`src/rtl/uart_pkg.sv`:
```
// Shared types and sizing helpers for the UART receive path.
package uart_pkg;

  localparam int UART_DATA_BITS = 8;

  typedef enum logic [1:0] {
    IDLE  = 2'd0,
    START = 2'd1,
    DATA  = 2'd2,
    STOP  = 2'd3
  } uart_rx_state_t;

  // Width of a counter that must reach clocks_per_bit-1.
  function automatic int cycle_count_width(input int clocks_per_bit);
    return (clocks_per_bit > 2) ? $clog2(clocks_per_bit) : 1;
  endfunction

endpackage

```
`src/rtl/uart_rx_fifo.sv`:
```
// Show-ahead byte FIFO: head holds the oldest entry (0 when empty); a pop on a
// full FIFO frees the slot for a push in the same cycle.
module uart_rx_fifo #(
  parameter int width = 8,
  parameter int depth = 16
) (
  input  logic                   clk,
  input  logic                   resetn,
  input  logic                   push,
  input  logic [width-1:0]       push_data,
  input  logic                   pop,
  output logic [width-1:0]       head,
  output logic [$clog2(depth):0] count,
  output logic                   full,
  output logic                   empty
);

  localparam int AW = $clog2(depth);
  localparam logic [AW:0]      COUNT_FULL = (AW+1)'(depth);
  localparam logic [AW:0]      COUNT_ONE  = (AW+1)'(1'b1);
  localparam logic [AW:0]      COUNT_ZERO = {(AW+1){1'b0}};
  localparam logic [AW-1:0]    PTR_ONE    = AW'(1'b1);
  localparam logic [width-1:0] DATA_ZERO  = {width{1'b0}};

  logic [width-1:0] mem_r [depth];
  logic [AW-1:0]    wr_ptr_r, rd_ptr_r, wr_ptr_s, rd_ptr_s;
  logic [AW:0]      count_r, count_s;
  logic [width-1:0] head_r, head_s;
  logic             full_r, empty_r, full_s, empty_s;
  logic             push_ok_s, pop_ok_s;

  // Next pointers, occupancy and registered show-ahead head.
  always_comb begin
    pop_ok_s  = pop & ~empty_r;
    push_ok_s = push & (~full_r | pop_ok_s);
    wr_ptr_s  = push_ok_s ? (wr_ptr_r + PTR_ONE) : wr_ptr_r;
    rd_ptr_s  = pop_ok_s  ? (rd_ptr_r + PTR_ONE) : rd_ptr_r;
    case ({push_ok_s, pop_ok_s})
      2'b10:   count_s = count_r + COUNT_ONE;
      2'b01:   count_s = count_r - COUNT_ONE;
      default: count_s = count_r;
    endcase
    full_s  = (count_s == COUNT_FULL);
    empty_s = (count_s == COUNT_ZERO);
    // The pushed byte becomes head only when it lands in an otherwise empty FIFO.
    if (empty_s) begin
      head_s = DATA_ZERO;
    end else if (push_ok_s && (empty_r || (pop_ok_s && (count_r == COUNT_ONE)))) begin
      head_s = push_data;
    end else begin
      head_s = mem_r[rd_ptr_s];
    end
  end

  // Storage and control registers.
  always_ff @(posedge clk or negedge resetn) begin
    if (!resetn) begin
      for (int i = 0; i < depth; i++) begin
        mem_r[i] <= DATA_ZERO;
      end
      wr_ptr_r <= {AW{1'b0}};
      rd_ptr_r <= {AW{1'b0}};
      count_r  <= COUNT_ZERO;
      head_r   <= DATA_ZERO;
      full_r   <= 1'b0;
      empty_r  <= 1'b1;
    end else begin
      if (push_ok_s) begin
        mem_r[wr_ptr_r] <= push_data;
      end
      wr_ptr_r <= wr_ptr_s;
      rd_ptr_r <= rd_ptr_s;
      count_r  <= count_s;
      head_r   <= head_s;
      full_r   <= full_s;
      empty_r  <= empty_s;
    end
  end

  assign head  = head_r;
  assign count = count_r;
  assign full  = full_r;
  assign empty = empty_r;

endmodule

```
`src/rtl/uart_rx_buf.sv`:
```
// 8N1 UART receiver: two-flop synchroniser, mid-bit sampling FSM and a byte FIFO,
// with one-cycle framing-error and overrun pulses.
module uart_rx_buf
  import uart_pkg::*;
#(
  parameter int clocks_per_bit = 4,
  parameter int fifo_depth     = 16
) (
  input  logic                        clk,
  input  logic                        resetn,
  input  logic                        in_rx,
  input  logic                        in_rd_en,
  output logic [7:0]                  out_rx_data,
  output logic                        out_rx_valid,
  output logic [$clog2(fifo_depth):0] out_count,
  output logic                        out_overrun,
  output logic                        out_frame_err
);

  localparam int CW = cycle_count_width(clocks_per_bit);
  localparam logic [CW-1:0] CYCLE_ZERO = {CW{1'b0}};
  localparam logic [CW-1:0] CYCLE_ONE  = CW'(1'b1);
  localparam logic [CW-1:0] HALF_LAST  = CW'(clocks_per_bit / 2 - 1);
  localparam logic [CW-1:0] BIT_LAST   = CW'(clocks_per_bit - 1);

  logic                      rx_meta_r, rx_s;
  uart_rx_state_t            state_r, state_s;
  logic [CW-1:0]             cycle_r, cycle_s;
  logic [2:0]                bit_r, bit_s;
  logic [UART_DATA_BITS-1:0] shift_r, shift_s;
  logic                      push_s, frame_err_s, overrun_s;
  logic                      frame_err_r, overrun_r;
  logic                      fifo_full_s, fifo_empty_s;

  // Two-flop synchroniser; idles high so reset does not look like a start bit.
  always_ff @(posedge clk or negedge resetn) begin
    if (!resetn) begin
      rx_meta_r <= 1'b1;
      rx_s      <= 1'b1;
    end else begin
      rx_meta_r <= in_rx;
      rx_s      <= rx_meta_r;
    end
  end

  // Frame FSM next state; all sampling decisions are made at counter terminal counts.
  always_comb begin
    state_s     = state_r;
    cycle_s     = cycle_r;
    bit_s       = bit_r;
    shift_s     = shift_r;
    push_s      = 1'b0;
    frame_err_s = 1'b0;
    case (state_r)
      IDLE: begin
        if (!rx_s) begin
          state_s = START;
          cycle_s = CYCLE_ZERO;
        end else begin
          state_s = IDLE;
        end
      end
      START: begin
        if (cycle_r == HALF_LAST) begin
          cycle_s = CYCLE_ZERO;
          bit_s   = 3'd0;
          state_s = rx_s ? IDLE : DATA;
        end else begin
          cycle_s = cycle_r + CYCLE_ONE;
        end
      end
      DATA: begin
        if (cycle_r == BIT_LAST) begin
          shift_s = {rx_s, shift_r[UART_DATA_BITS-1:1]};
          cycle_s = CYCLE_ZERO;
          bit_s   = bit_r + 3'd1;
          state_s = (bit_r == 3'd7) ? STOP : DATA;
        end else begin
          cycle_s = cycle_r + CYCLE_ONE;
        end
      end
      STOP: begin
        // Leave at mid-stop so a back-to-back start edge is not missed.
        if (cycle_r == BIT_LAST) begin
          cycle_s     = CYCLE_ZERO;
          state_s     = IDLE;
          push_s      = rx_s;
          frame_err_s = ~rx_s;
        end else begin
          cycle_s = cycle_r + CYCLE_ONE;
        end
      end
      default: begin
        state_s = IDLE;
        cycle_s = CYCLE_ZERO;
      end
    endcase
    // A pop on a full FIFO frees room for the push in the same cycle.
    overrun_s = push_s & fifo_full_s & ~in_rd_en;
  end

  // FSM, datapath and pulse registers.
  always_ff @(posedge clk or negedge resetn) begin
    if (!resetn) begin
      state_r     <= IDLE;
      cycle_r     <= CYCLE_ZERO;
      bit_r       <= 3'd0;
      shift_r     <= {UART_DATA_BITS{1'b0}};
      frame_err_r <= 1'b0;
      overrun_r   <= 1'b0;
    end else begin
      state_r     <= state_s;
      cycle_r     <= cycle_s;
      bit_r       <= bit_s;
      shift_r     <= shift_s;
      frame_err_r <= frame_err_s;
      overrun_r   <= overrun_s;
    end
  end

  uart_rx_fifo #(
    .width(UART_DATA_BITS),
    .depth(fifo_depth)
  ) u_fifo (
    .clk      (clk),
    .resetn   (resetn),
    .push     (push_s),
    .push_data(shift_r),
    .pop      (in_rd_en),
    .head     (out_rx_data),
    .count    (out_count),
    .full     (fifo_full_s),
    .empty    (fifo_empty_s)
  );

  assign out_rx_valid  = ~fifo_empty_s;
  assign out_overrun   = overrun_r;
  assign out_frame_err = frame_err_r;

endmodule

```
`config.mk`:
```
export PLATFORM = sky130hd
export DESIGN_NAME = uart_rx_buf
export DESIGN_NICKNAME = d
export VERILOG_FILES = /design/src/rtl/uart_pkg.sv /design/src/rtl/uart_rx_fifo.sv /design/src/rtl/uart_rx_buf.sv
export SDC_FILE = /design/constraint.sdc
export NUM_CORES = 1
export LEC_CHECK = 0
export CORE_MARGIN = 2
export CORE_UTILIZATION = 35
export DETAILED_ROUTE_END_ITERATION = 10
export GPL_ROUTABILITY_DRIVEN = 0
export PLACE_DENSITY_LB_ADDON = 0.1
export SLEW_MARGIN = 20
export SYNTH_ARGS = -nofsm -noshare
export SYNTH_HDL_FRONTEND = slang
export SYNTH_SLANG_ARGS = --single-unit
```
`constraint.sdc`:
```
create_clock -name clk -period 7.1 [get_ports clk]
set_input_delay 1.42 -clock clk [delete_from_list [all_inputs] [get_ports clk]]
set_output_delay 1.42 -clock clk [all_outputs]
set_load 0.005 [all_outputs]
```
==> Word-level counts from Yosys, hierarchy flattened <==
Index checks and enable logic that the tools add are counted.
{ "op_classes": {"n_addsub": 6, "mul": 0, "div": 0, "magnitude_cmp": 3, "eq_ne": 14, "shifts": 0, "mux": 28, "bitwise_logic": 11, "reduce_logical": 11} }
{ "op_table": {"columns": ["op", "n"], "rows": [
  ["bitwise mux 128 bit", 1],
  ["two-way mux 8 bit", 5],
  ["binary-select mux 8 bit (select 4 bit)", 1],
  ["demux 8 bit (select 4 bit)", 1],
  ["two-way mux 2 bit", 7],
  [">= comparator 5 bit (second input constant)", 2],
  ["inverter 4 -> 5 bit", 2],
  ["case mux 5 bit (2 select lines)", 1],
  ["adder 4 x 1 -> 4 bit (second input constant)", 2],
  ["== test 2 bit (second input constant)", 4],
  ["inequality test 2 bit (second input constant)", 4],
  ["case mux 2 bit (4 select lines)", 1],
  ["== test 2 x 1 -> 1 bit (second input constant)", 3],
  ["two-way mux 1 bit", 6],
  ["two-way mux 3 bit", 2],
  ["case mux 2 bit (3 select lines)", 1],
  ["case mux 3 bit (2 select lines)", 1],
  ["AND reduction 3 bit", 2],
  ["adder 5 x 1 -> 5 bit (second input constant)", 1],
  ["== test 5 x 1 -> 1 bit (second input constant)", 1],
  ["== test 5 bit (second input constant)", 1],
  ["logical NOT 5 bit", 1],
  ["< comparator 5 x 1 -> 1 bit (second input constant)", 1],
  ["subtractor 5 x 1 -> 5 bit (second input constant)", 1],
  ["13 further kinds", 21]
]} }
{ "totals": {"regBits": 170, "latchBits": 0, "ram_bits": 0, "rom_bits": 0, "output_inout_bits": 16, "elab_cells": 103, "mem_count": 0} }

==> Logic depth before layout (Yosys ltp) <==
{ "logic_depth": {"ltp_word": 9, "mapped_depth": 15, "ltp_nobuf": 12} }

==> Hierarchy <==
Synthesis repeated with hierarchy kept, for this count alone.
{ "hier_totals": {"hier_cells": 725, "area_unflattened_um2": 8494.4} }
{ "modules_own_cells": {"columns": ["mod", "instances", "cells_per_inst", "area_per_inst_um2", "seq_area_each_um2"], "rows": [
  ["uart_rx_fifo", 1, 653, 7587.3, 3779.9],
  ["uart_rx_buf", 1, 72, 907.1, 478.0]
]} }

==> Worst setup path after synthesis <==
Ideal clock, no wire load.
{ "synth_timing": {"kind": "input to register", "startpoint": "in in_rd_en", "endpoint": "reg u_fifo.head_r[0], in the netlist u_fifo.head[0]", "setup_time_ps": 121, "arrival_ps": 3811, "t_required_ps": 6979, "path_slack_ps": 3168, "path_stages": 14, "n_path_buf": 4, "path_cell_list": "nand2b_4 > buf_6 > a21oi_1 > buf_2 > inv_1 > ha_1 > clkbuf_1 > nor2_1 > mux2_2 > a221oi_1 > and2_4 > nor2b_1 > clkbuf_2 > a22o_1"} }
{ "synth_lines": {"columns": ["element", "line", "text"], "rows": [
  ["start, declared", "uart_rx_buf.sv:12", "input logic in_rd_en,"],
  ["AND 1 bit (*)", "uart_rx_fifo.sv:34", "pop_ok_s = pop & ~empty_r;"],
  ["bitwise OR 1 bit (*)", "uart_rx_fifo.sv:35", "push_ok_s = push & (~full_r | pop_ok_s);"],
  ["AND 1 bit (*)", "uart_rx_fifo.sv:35", null],
  ["net u_fifo.push_ok_s", "uart_rx_fifo.sv:30", "logic push_ok_s, pop_ok_s;"],
  ["== test 2 x 1 -> 1 bit or == test 2 bit (tied branches)", "uart_rx_fifo.sv:38", "case ({push_ok_s, pop_ok_s})"],
  ["case mux 5 bit (2 select lines) (*)", "uart_rx_fifo.sv:38", null],
  ["logical NOT 5 bit (*)", "uart_rx_fifo.sv:44", "empty_s = (count_s == COUNT_ZERO);"],
  ["net u_fifo.empty_s", "uart_rx_fifo.sv:29", "logic full_r, empty_r, full_s, empty_s;"],
  ["two-way mux 8 bit (*)", "uart_rx_fifo.sv:46", "if (empty_s) begin"],
  ["net u_fifo.head_s[0]", "uart_rx_fifo.sv:28", "logic [width-1:0] head_r, head_s;"],
  ["end signal, assigned", "uart_rx_fifo.sv:74", "head_r <= head_s;"],
  ["end, declared", "uart_rx_fifo.sv:28", null]
]} }
Mark *: on every way through the listed nets, which the timed path passes. The rest lies on a longest branch. The select of a mux whose other input is x is not followed.
A chain may end at the register's enable or synchronous reset.

==> Worst setup path after layout <==
{ "layout_timing": {"startpoint": "in in_rd_en", "endpoint": "reg u_fifo.head_r[1], in the netlist u_fifo.head[1]"} }
{ "layout_lines": {"columns": ["element", "line"], "rows": [
  ["AND 1 bit (*)", "uart_rx_fifo.sv:34"],
  ["bitwise OR 1 bit", "uart_rx_fifo.sv:35"],
  ["AND 1 bit", "uart_rx_fifo.sv:35"],
  ["== test 2 x 1 -> 1 bit or == test 2 bit (tied branches)", "uart_rx_fifo.sv:38"],
  ["case mux 5 bit (2 select lines) (*)", "uart_rx_fifo.sv:38"],
  ["logical NOT 5 bit (*)", "uart_rx_fifo.sv:44"],
  ["net u_fifo.empty_s", "uart_rx_fifo.sv:29"],
  ["two-way mux 8 bit (*)", "uart_rx_fifo.sv:46"],
  ["net u_fifo.head_s[1]", "uart_rx_fifo.sv:28"]
]} }
Marks and branches as above.

==> out/metrics.yaml <==
status:
  status: "complete, no violations"
die:
  fp.dieW_um: 155
  core_area_sq_um: 22500
  rows: 55
  io_pins: 20
  initial_core_util_pct: 35.3
  fp.dieH_um: 155
  dieArea_sq_um: 23900
power:
  ir_worst_vdd_mv: 0.225
  pwr_density_cell_nw_per_um2: 336
  power_leakage_nw: 4.25
  finalPower_mw: 3.02
sta:
  period_share_pct: 65.9
  fin_tns_setup_ns: 0
  fmax_mhz: 214
  final-setup-viol-count: 0
  skew_ns: 0.00813
  worst_pin_slew_ns: 1.05
  rsz0062_at_grt: "false"
  max_slew_margin_pct: 29.9
  hold_violations: 0
  layout_min_cycle_time_ns: 4.68
  slew_viol_final: 0
clocking:
  root_buffer: "clkbuf_16"
  cts_tree: "yes"
  holdBufCountCts: 0
  cts.clk_slew.worst_paths_ns: 0.06
  clockBufferDepth: 2
  htreeDepth: 4
  cts_resized: 0
  cts_buffers: 17
  clk_latency_ns: 0.42
  cts_setup_buffers: 0
  cts_sinks: 170
worst_hold_path:
  min_path_type: "reg -> reg"
logic_synthesis:
  syn_inst: 567
  yosys-top-cells-area: "dfrtp_1 (53%), mux2_2 (20%), mux4_2 (5.9%)"
  ys.flop_type: "dfrtp_1"
  synth-seq-cells: 170
  synth_area_sq_um: 7950
  syn-num-nets: 586
  synthArstFlopShare_pct: 100
  yosys.area.top_type_share_pct: 52.5
  yosys.area.top_type: "dfrtp_1"
  ys_warn_count: 0
  syn_area_per_cell_sq_um: 14.0
  synth_edf_count: 0
  synth_cell_types: 50
  synth-seq-area-share_pct: 53.5
finish:
  num_antenna_cells: 0
  num-nets-final: 594
  fillers: 2076
  final_cell_mix: "dfrtp_1 (167), mux2_2 (139), nand2_1 (31), mux4_2 (21), nor2_1 (20)"
  mostFrequentLayoutCell: "dfrtp_1"
  layout-drive-gt1-share_pct: 36.9
  areaGrowthSynthToFinish_pct: 13.0
  final_util_pct: 39.9
  regArea_sq_um: 4260
  multi_input_area_sq_um: 3460
global_route:
  grt_first_pass_wirelength_um: 29000
  antenna_found_initial: 0
  grt_max_degree: 109
  grt_pass1_vias: 4906
  overflow: 0
  grt_use_total_pct: 16.1
placement:
  post-dp-hpwl_um: 11500
  numPortBuffers: 19
route:
  firstDrtPassIters: 4
  routed_wl_um: 17900
  wl_per_cell_um: 20.5
  viasPerCell: 5.20
  ant_nets: 0
  drc_errors: 0
  first_iter_violations: 215
  routed-via-count: 4539
worst_setup_path:
  cp.arrival_ns: 4.99
  cpMaxStageDelayCell: "a21oi_1"
  criticalPathCategory: "in -> reg"
  start_kind: "primary input"
  crit_path_max_fanout: 12
  critical_path.max_stage_delay_ns: 0.64
  required_ns: 7.41
  cpMostUsedCell: "nor2_1"
  crit_chain: "clkdlybuf4s50_1, nand2b_4, a21oi_1, inv_1, ha_1, nor2_1, mux2_2, a222oi_1, and4bb_1, and2_4, nor2_1, a22o_1"
  crit_path_end_kind: "flop"
job:
  cap_violations: 0
[cell type report]
class	instances	share of cell area [%]
Clock buffer	21	5.23
Sequential cell	170	47.4
Timing Repair Buffer	22	2.41
Multi-Input combinational cell	346	38.5
Inverter	18	0.891
Clock inverter	11	1.60
Tap cell	285	3.97
[sequential cells by signal, indices dropped and copies added (netlist names), 2 cells and up, named ones only]
name             cells
bit_r                3
cycle_r              2
shift_r              8
u_fifo.count         5
u_fifo.head          8
u_fifo.mem_r       128
u_fifo.rd_ptr_r      4
u_fifo.wr_ptr_r      4
[routing by layer]
layer / global-route usage [%] / routed length [um] / vias to the layer above
met2: 25.7 / 8610 / 48
met4: 4.98 / 292 / 0
met5: 0 / 0 / -
li1: - / - / 2087
met3: 2.77 / 365 / 17
met1: 22.5 / 8650 / 2387
[path summary, 6_finish.rpt]
check                      startpoint             end  slack (ns)  cells after the start
hold / removal              rx_meta_r            rx_s        0.35                      0
setup / recovery             in_rd_en  u_fifo.head[1]        2.42                     12
min in group asynchronous      resetn      cycle_r[1]        1.11                      1
max in group asynchronous      resetn  u_fifo.head[2]        4.61                      2
setup reg to reg           cycle_r[0]  u_fifo.head[1]        3.24                     12
hold reg to reg             rx_meta_r            rx_s        0.35                      0
[cell families (layout without fill, tap and decap cells)]
kind of cell | Yosys count | count (layout) | synth area share (%)
flops | 170 | 170 | 53.5
xor+xnor | 8 | 8 | 1.12
mux | 174 | 174 | 28.8
fa+ha+maj | 15 | 15 | 2.36
buf+inv | 51 | 72 | 3.02
simple gates | 92 | 92 | 5.98
compound gates | 57 | 57 | 5.18
[report_power, final]
group | switching, mW | internal, mW
Clock | 0.385 | 0.581
Sequential | 0.177 | 1.06
Combinational | 0.460 | 0.357
[cells in the mapped netlist (2+ instances only)]
cell type,instances
a211oi_1,3
a21oi_1,6
a22o_1,7
a22oi_1,16
a32oi_1,4
and3_1,2
buf_1,10
buf_2,4
buf_6,4
clkbuf_1,14
dfrtp_1,167
dfstp_2,3
ha_1,15
inv_1,17
mux2_2,139
mux2i_1,7
mux4_1,7
mux4_2,21
nand2_1,31
nand2b_1,3
nand3_1,5
nand4_1,3
nor2_1,20
nor2_2,9
nor2b_1,6
nor3_1,2
nor3_2,4
o21ai_0,7
o22ai_1,3
o31ai_1,3
xnor2_1,4
xor2_1,3
[through the flow]
step           instances  hold slack (ns)  area, sq um  setup slack [ns]
2_1_floorplan        567            0.345         7950              3.17
3_3_place_gp         841            0.347         8370              2.12
3_5_place_dp         841            0.348         8370              1.99
5_1_grt              873            0.358         8990              2.09
4_1_cts              873            0.355         8990              2.44
6_report             873            0.352         8990              2.42
[worst max-delay path, delay by kind of cell]
family / cells / cell delay [ns]
adders and majority gates: 1 / 0.51
AOI/OAI and AO/OA: 3 / 1.30
buffers and inverters: 2 / 0.66
and+or+nand+nor: 5 / 0.82
muxes: 1 / 0.28
Power figures use the tool's default switching activity.
